[src/rtl/seq_mult_pkg.sv]
// Shared constants and state encoding for the sequential 4x4 shift-add multiplier.
package seq_mult_pkg;

    localparam int WIDTH  = 4;
    localparam int CNT_W  = 2;
    localparam int PROD_W = 8;

    localparam logic ST_IDLE = 1'b0;
    localparam logic ST_CALC = 1'b1;

    typedef enum logic {
        S_IDLE = ST_IDLE,
        S_CALC = ST_CALC
    } state_e;

endpackage

[src/rtl/rca.sv]
// 4-bit ripple-carry adder used as the add stage of the multiplier.
module rca (
    input  logic [3:0] a,
    input  logic [3:0] b,
    input  logic       c,
    output logic [3:0] sum,
    output logic       carry
);

    logic [4:0] chain;

    assign chain[0] = c;

    for (genvar gi = 0; gi < 4; gi++) begin : g_bit
        assign sum[gi]     = a[gi] ^ b[gi] ^ chain[gi];
        assign chain[gi+1] = (a[gi] & b[gi]) | (chain[gi] & (a[gi] ^ b[gi]));
    end

    assign carry = chain[4];

endmodule

[src/rtl/seq_mult4.sv]
// Sequential 4x4 unsigned shift-add multiplier: one product every 4 compute cycles,
// with a start/busy/done handshake and the rca as its only adder.
module seq_mult4 #(
    parameter int WIDTH = seq_mult_pkg::WIDTH,
    parameter int CNT_W = seq_mult_pkg::CNT_W
) (
    input  logic                            clk,
    input  logic                            rst_n,
    input  logic                            start,
    input  logic [WIDTH-1:0]                a,
    input  logic [WIDTH-1:0]                b,
    output logic                            busy,
    output logic                            done,
    output logic [seq_mult_pkg::PROD_W-1:0] product
);

    import seq_mult_pkg::*;

    if (WIDTH != 4) begin : g_bad_width
        $error("seq_mult4: WIDTH must be 4 (rca stage is 4 bits wide)");
    end

    state_e             state_q, state_d;
    logic [WIDTH-1:0]   mcand_q, mcand_d;
    logic [WIDTH-1:0]   hi_q, hi_d;
    logic [WIDTH-1:0]   lo_q, lo_d;
    logic [CNT_W-1:0]   cnt_q, cnt_d;
    logic               busy_q, busy_d;
    logic               done_q, done_d;
    logic [PROD_W-1:0]  product_q, product_d;

    logic [WIDTH-1:0]   add_b;
    logic [WIDTH-1:0]   add_sum;
    logic               add_carry;
    logic [PROD_W-1:0]  shifted;

    assign add_b = lo_q[0] ? mcand_q : '0;

    rca u_rca (
        .a     (hi_q),
        .b     (add_b),
        .c     (1'b0),
        .sum   (add_sum),
        .carry (add_carry)
    );

    // Adder carry lands in the top bit so no product bit is ever lost.
    assign shifted = {add_carry, add_sum, lo_q[WIDTH-1:1]};

    always_comb begin
        state_d   = state_q;
        mcand_d   = mcand_q;
        hi_d      = hi_q;
        lo_d      = lo_q;
        cnt_d     = cnt_q;
        busy_d    = busy_q;
        done_d    = 1'b0;
        product_d = product_q;

        unique case (state_q)
            S_IDLE: begin
                if (start) begin
                    mcand_d = a;
                    lo_d    = b;
                    hi_d    = '0;
                    cnt_d   = '0;
                    busy_d  = 1'b1;
                    state_d = S_CALC;
                end
            end
            S_CALC: begin
                {hi_d, lo_d} = shifted;
                cnt_d        = cnt_q + 1'b1;
                if (cnt_q == CNT_W'(WIDTH - 1)) begin
                    product_d = shifted;
                    done_d    = 1'b1;
                    busy_d    = 1'b0;
                    state_d   = S_IDLE;
                end
            end
            default: state_d = S_IDLE;
        endcase
    end

    always_ff @(posedge clk or negedge rst_n) begin
        if (!rst_n) begin
            state_q   <= S_IDLE;
            mcand_q   <= '0;
            hi_q      <= '0;
            lo_q      <= '0;
            cnt_q     <= '0;
            busy_q    <= 1'b0;
            done_q    <= 1'b0;
            product_q <= '0;
        end else begin
            state_q   <= state_d;
            mcand_q   <= mcand_d;
            hi_q      <= hi_d;
            lo_q      <= lo_d;
            cnt_q     <= cnt_d;
            busy_q    <= busy_d;
            done_q    <= done_d;
            product_q <= product_d;
        end
    end

    assign busy    = busy_q;
    assign done    = done_q;
    assign product = product_q;

endmodule

[config.mk]
export PLATFORM = sky130hd
export DESIGN_NAME = seq_mult4
export DESIGN_NICKNAME = d
export VERILOG_FILES = /design/src/rtl/seq_mult_pkg.sv /design/src/rtl/rca.sv /design/src/rtl/seq_mult4.sv
export SDC_FILE = /design/constraint.sdc
export NUM_CORES = 1
export LEC_CHECK = 0
export BUFFER_PORTS_ARGS = -buffer_cell sky130_fd_sc_hd__buf_2
export CORE_MARGIN = 3
export CORE_UTILIZATION = 50
export DETAILED_ROUTE_END_ITERATION = 12
export PLACE_DENSITY = 0.73
export SETUP_SLACK_MARGIN = 0.05
export SLEW_MARGIN = 20
export SYNTH_ARGS = -nofsm -noshare
export SYNTH_HDL_FRONTEND = slang
export SYNTH_HIERARCHICAL = 1
export SYNTH_SLANG_ARGS = --single-unit
export TNS_END_PERCENT = 20
[constraint.sdc]
create_clock -name clk -period 4.1 [get_ports clk]
set_clock_uncertainty 0.1 [all_clocks]
set_input_delay 1.025 -clock clk [delete_from_list [all_inputs] [get_ports clk]]
set_output_delay 1.025 -clock clk [all_outputs]
set_load 0.02 [all_outputs]
Word-level counts from Yosys, hierarchy flattened
Index checks and enable logic that the tools add are counted.
{"block": "word_totals", "output_inout_bits": 10, "in_bits": 11, "regBits": 25, "wordCells": 48}
{"block": "op_classes", "addsub": 1, "eq_ne": 3, "reduce_logical": 3, "muxes": 15, "bitwise": 18}
{"operator": "$pmux 4 s2", "n": 2}
{"operator": "$mux 4", "n": 3}
{"operator": "$and 1x1->1", "n": 7}
{"operator": "$xor 1x1->1", "n": 7}
{"operator": "$mux 1", "n": 6}
{"operator": "$reduce_and 2->1", "n": 3}
{"operator": "$pmux 1 s2", "n": 2}
{"operator": "$pmux 2 s2", "n": 1}
{"operator": "$or 1x1->1", "n": 3}
{"operator": "$add 2x1->2 const B", "n": 1}
{"operator": "$eq 2x2->1 const B", "n": 1}
{"operator": "$mux 2", "n": 1}
{"operator": "$ne 2x1->1 const B", "n": 1}
{"operator": "$ne 2x2->1 const B", "n": 1}
{"operator": "$not 1->1", "n": 1}

Longest topological paths before layout
{"block": "logic_depth", "word_depth": 9, "mapped_depth": 10, "mapped_depth_nobuf": 10}

By module
The synthesis kept the hierarchy.
{"mod": "seq_mult4", "cells_each": 74, "instances": 1, "area_per_inst_um2": 1061.0, "seq_area_each_um2": 625.6}
{"mod": "rca", "cells_each": 14, "instances": 1, "area_per_inst_um2": 117.6, "seq_area_each_um2": 0.0}

Least setup slack after synthesis
Ideal clock, no wire load.
{"block": "synth_path", "path_kind": "reg2reg", "from": "reg lo_q[0]", "to": "reg product_q[6], in the netlist product[6]", "synth_period_minus_slack_ns": 2.317, "t_required_ns": 3.936, "setup_time_ns": 0.064, "setup_slack_ns": 1.783, "t_arrival_ns": 2.153, "path_buffers": 0, "stages_incl_launch_ff": 11, "path_cell_list": "dfrtp_1 and2_1 fa_1 inv_1 fa_1 inv_1 fa_1 inv_1 fa_1 inv_1 mux2_4"}
{"block": "synth_between", "elab_chain_len": 7, "elab_cells_between_ends": 12, "cone_classes": "mux: 1; bitwise: 11"}
{"item": "from (decl)", "line_no": "seq_mult4.sv:26", "text": "logic [WIDTH-1:0] lo_q, lo_d;"}
{"item": "from (signal assigned)", "line_no": "seq_mult4.sv:99", "text": "lo_q <= lo_d;"}
{"item": "$mux 4", "line_no": "seq_mult4.sv:37", "text": "assign add_b = lo_q[0] ? mcand_q : '0;"}
{"item": "net add_b[0]", "line_no": "seq_mult4.sv:32", "text": "logic [WIDTH-1:0] add_b;"}
{"item": "$and 1x1->1 (2 in series)", "line_no": "rca.sv:16", "text": "assign chain[gi+1] = (a[gi] & b[gi]) | (chain[gi] & (a[gi] ^ b[gi]));"}
{"item": "$or 1x1->1", "line_no": "rca.sv:16"}
{"item": "$and 1x1->1", "line_no": "rca.sv:16"}
{"item": "$or 1x1->1", "line_no": "rca.sv:16"}
{"item": "$xor 1x1->1", "line_no": "rca.sv:15", "text": "assign sum[gi] = a[gi] ^ b[gi] ^ chain[gi];"}
{"item": "net add_sum[3]", "line_no": "seq_mult4.sv:33", "text": "logic [WIDTH-1:0] add_sum;"}
{"item": "to (signal assigned)", "line_no": "seq_mult4.sv:103", "text": "product_q <= product_d;"}
{"item": "to (decl)", "line_no": "seq_mult4.sv:30", "text": "logic [PROD_W-1:0] product_q, product_d;"}
The timed path passes the listed nets, and every way through them passes these cells.
A chain may end at the register's enable or synchronous reset.

Worst setup path after layout
{"block": "layout_path", "from": "reg lo_q[0]", "to": "reg hi_q[2]"}
{"block": "layout_between", "elab_chain_len": 8, "elab_cells_between_ends": 13, "cone_classes": "mux: 2; bitwise: 11"}
{"item": "$mux 4", "line_no": "seq_mult4.sv:37"}
{"item": "net add_b[0]", "line_no": "seq_mult4.sv:32"}
{"item": "$and 1x1->1 (2 in series)", "line_no": "rca.sv:16"}
{"item": "$or 1x1->1", "line_no": "rca.sv:16"}
{"item": "$and 1x1->1", "line_no": "rca.sv:16"}
{"item": "$or 1x1->1", "line_no": "rca.sv:16"}
{"item": "$xor 1x1->1", "line_no": "rca.sv:15"}
{"item": "net add_sum[3]", "line_no": "seq_mult4.sv:33"}
{"item": "$pmux 4 s2", "line_no": "seq_mult4.sv:60", "text": "unique case (state_q)"}
{"item": "to (signal assigned)", "line_no": "seq_mult4.sv:98", "text": "hi_q <= hi_d;"}
{"item": "to (decl)", "line_no": "seq_mult4.sv:25", "text": "logic [WIDTH-1:0] hi_q, hi_d;"}
The timed path passes the listed nets, and every way through them passes these cells.

==> flow_summary.yaml <==
placement:
  place_inst: 132
  gp_congestion: 0.688
  place_area_um2: 1280
  dpl.hpwl_um: 1350
  port-buffer-count: 20
timing:
  setup_viol: 0
  final_max_slew_viol_count: 0
  fin_crit_ns: 2.47
  period_share_pct: 60.1
  rsz0062_at_grt: "no"
  hold_viol: 0
  worst_pin_slew_ns: 0.696
  relSlewSlack_pct: 53.6
  tns_ns: 0
  max_freq_mhz: 406
cells_and_area:
  multi_input_area_um2: 480
  seq_area_um2: 626
  final_nets: 127
  fillCellCount: 184
  area_growth_pct: 11.4
  design_area_um2: 1310
  diodes: 0
  final_layout_size_suffix_gt1_share_pct: 35.8
  instances_no_fill: 136
pwr:
  netSwitchingFraction_pct: 37.2
  ir_drop_uv: 430
  clock_power_share_pct: 10.8
  p_int_uw: 627
  p_seq_share_pct: 45.1
  combPwrFrac_pct: 44.1
  powerDensity_nw_per_um2: 761
  p_leak_nw: 0.699
  total_power_uw: 999
  switching_power_uw: 372
die:
  initial_core_util_pct: 56.1
  fp-row-count: 16
  die_x_um: 54.6
  core_um2: 2100
  ioPinCount: 21
  die-area_um2: 2980
  fp.dieH_um: 54.6
clock_network:
  cts_sinks: 25
  numCtsBuffers: 3
  clkSlewWorstSetupHoldPaths_ns: 0.13
  cts-root-buf: "clkbuf_4"
  cts_resized: 0
  cts_tree: "built"
  clockBufferDepth: 2
  postCtsHoldBufs: 0
  cts_setup_buffers: 0
  clkLatencyLatePin_ns: 0.32
  cts_max_level: 1
synth:
  synth.largest_area_cell: "dfrtp_1"
  synthArstFlopShare_pct: 100
  synth_edf_count: 0
  ys.flop_type: "dfrtp_1"
  synth_common_cells: "dfrtp_1 (25), inv_1 (12), mux2_4 (8), a22o_1 (5), mux2i_1 (5)"
  syn-num-nets: 105
  yosysMostFrequentCell: "dfrtp_1"
  seq_area_frac_synth_pct: 53.1
  yosysUniqueCellTypes: 21
  postSynthCellCount: 88
  synth-seq-cells: 25
  yosys-top-cells-area: "dfrtp_1 (53%), mux2_4 (10%), fa_1 (6.8%)"
  syn-mean-instance-area_um2: 13.4
  synth_top_area_share_pct: 53.1
  syn-cell-area_um2: 1180
  yosys_warnings: 6
drt:
  routed_wl_um: 1860
  ant_nets: 0
  detail_route.wl_per_cell_um: 13.7
  vias: 680
  post-route-drc-count: 0
  firstDrtPassIters: 4
  detail_route.iter0.violations: 6
  via_per_inst: 5.00
critical_path:
  cp-end-kind: "flip-flop"
  path_class: "reg2reg"
  crit_fanout: 5
  cp.required_ns: 4.26
  start_kind: "flip-flop"
  worst_ep_arrival_time_ns: 2.63
grt:
  grt_pass1_wl_um: 3160
  grt_pass1_vias: 706
  grt_max_degree: 26
  grt-ovfl-total: 0
  grt_usage_pct: 15.5
  antenna_found_initial: 0
worst_hold_path:
  min_path_type: "reg2reg"
flow_run:
  drv_cap: 0
outcome:
  status: "completed"
final cells by class:
type / instances / share of cell area [%]
Tap cell: 27 / 2.57
Clock buffer: 3 / 1.72
Timing Repair Buffer: 20 / 7.63
Inverter: 12 / 3.43
Multi-Input combinational cell: 48 / 36.6
Clock inverter: 1 / 0.381
Sequential cell: 25 / 47.7
cells in the final DEF (no fill, tap or decap):
| master | n |
|---|---|
| conb_1 | 1 |
| nor2_2 | 1 |
| nand2b_1 | 1 |
| and2_1 | 4 |
| buf_2 | 20 |
| o21ai_0 | 4 |
| o22ai_1 | 1 |
| nand2_1 | 4 |
| mux2i_1 | 5 |
| dfrtp_1 | 25 |
| inv_1 | 12 |
| mux2_2 | 4 |
| nor2b_4 | 1 |
| a22o_1 | 5 |
| clkbuf_4 | 3 |
| nor2_1 | 1 |
| nand2_4 | 1 |
| a21oi_1 | 1 |
| fa_1 | 4 |
| mux2_4 | 8 |
| clkinv_2 | 1 |
| ha_1 | 2 |
worst max-delay path, cell delays in order (launching register included):
cell and delay [ns]:
dfrtp_1 0.43, and2_1 0.17, fa_1 0.38, inv_1 0.08, fa_1 0.15, inv_1 0.05
fa_1 0.36, inv_1 0.08, fa_1 0.40, inv_1 0.08, a22o_1 0.14
power groups by stage:
stage | registers, mW | clock network (mW) | logic, mW
after floorplan | 0.475 | 0 | 0.319
after global placement | 0.450 | 0 | 0.433
after detailed placement | 0.457 | 0 | 0.447
after CTS | 0.451 | 0.113 | 0.449
after global routing | 0.470 | 0.124 | 0.493
final | 0.450 | 0.108 | 0.441
flip-flops by register name (all words and copies together) (netlist names):
register and flops:
done 1, busy 1, mcand_q 4, cnt_q 2, product 8, state_q 1, hi_q 4, lo_q 4
layer usage:
layer | part of all wire, % | global-route usage [%] | vias to the layer above | wire, um
met3 | 6.1 | 5.72 | 2 | 114
li1 | - | - | 329 | -
met2 | 46 | 24.7 | 17 | 854
met4 | 0.97 | 4.98 | 0 | 18
met1 | 47 | 19.6 | 332 | 872
met5 | 0 | 0 | - | 0
per-stage QoR:
stage / utilization [%] / setup slack [ns] / hold slack (ns)
2_1_floorplan: - / 1.78 / 0.363
3_3_place_gp: 61.1 / 1.73 / 0.384
3_5_place_dp: 61.1 / 1.65 / 0.387
4_1_cts: 62.4 / 1.62 / 0.417
5_1_grt: 62.4 / 1.48 / 0.430
6_report: 62.4 / 1.63 / 0.413
kinds of logic after synthesis:
family	after synthesis	share of synthesized area, %
buffers and inverters	15	6.16
muxes	17	18.3
and+or+nand+nor	13	6.90
AOI/OAI and AO/OA	11	6.37
other	1	0.318
DFF	25	53.1
adders and majority gates	6	8.92
worst paths after layout:
check,endpoint,cells after the start,slack (ns),start
setup reg to reg,hi_q[2],10,1.63,lo_q[0]
hold reg to reg,hi_q[1],1,0.41,hi_q[1]
hold / removal,hi_q[1],1,0.41,hi_q[1]
min in group asynchronous,product[0],1,0.56,rst_n
max in group asynchronous,lo_q[0],1,2.98,rst_n
setup / recovery,hi_q[2],10,1.63,lo_q[0]
Power figures use the tool's default switching activity.
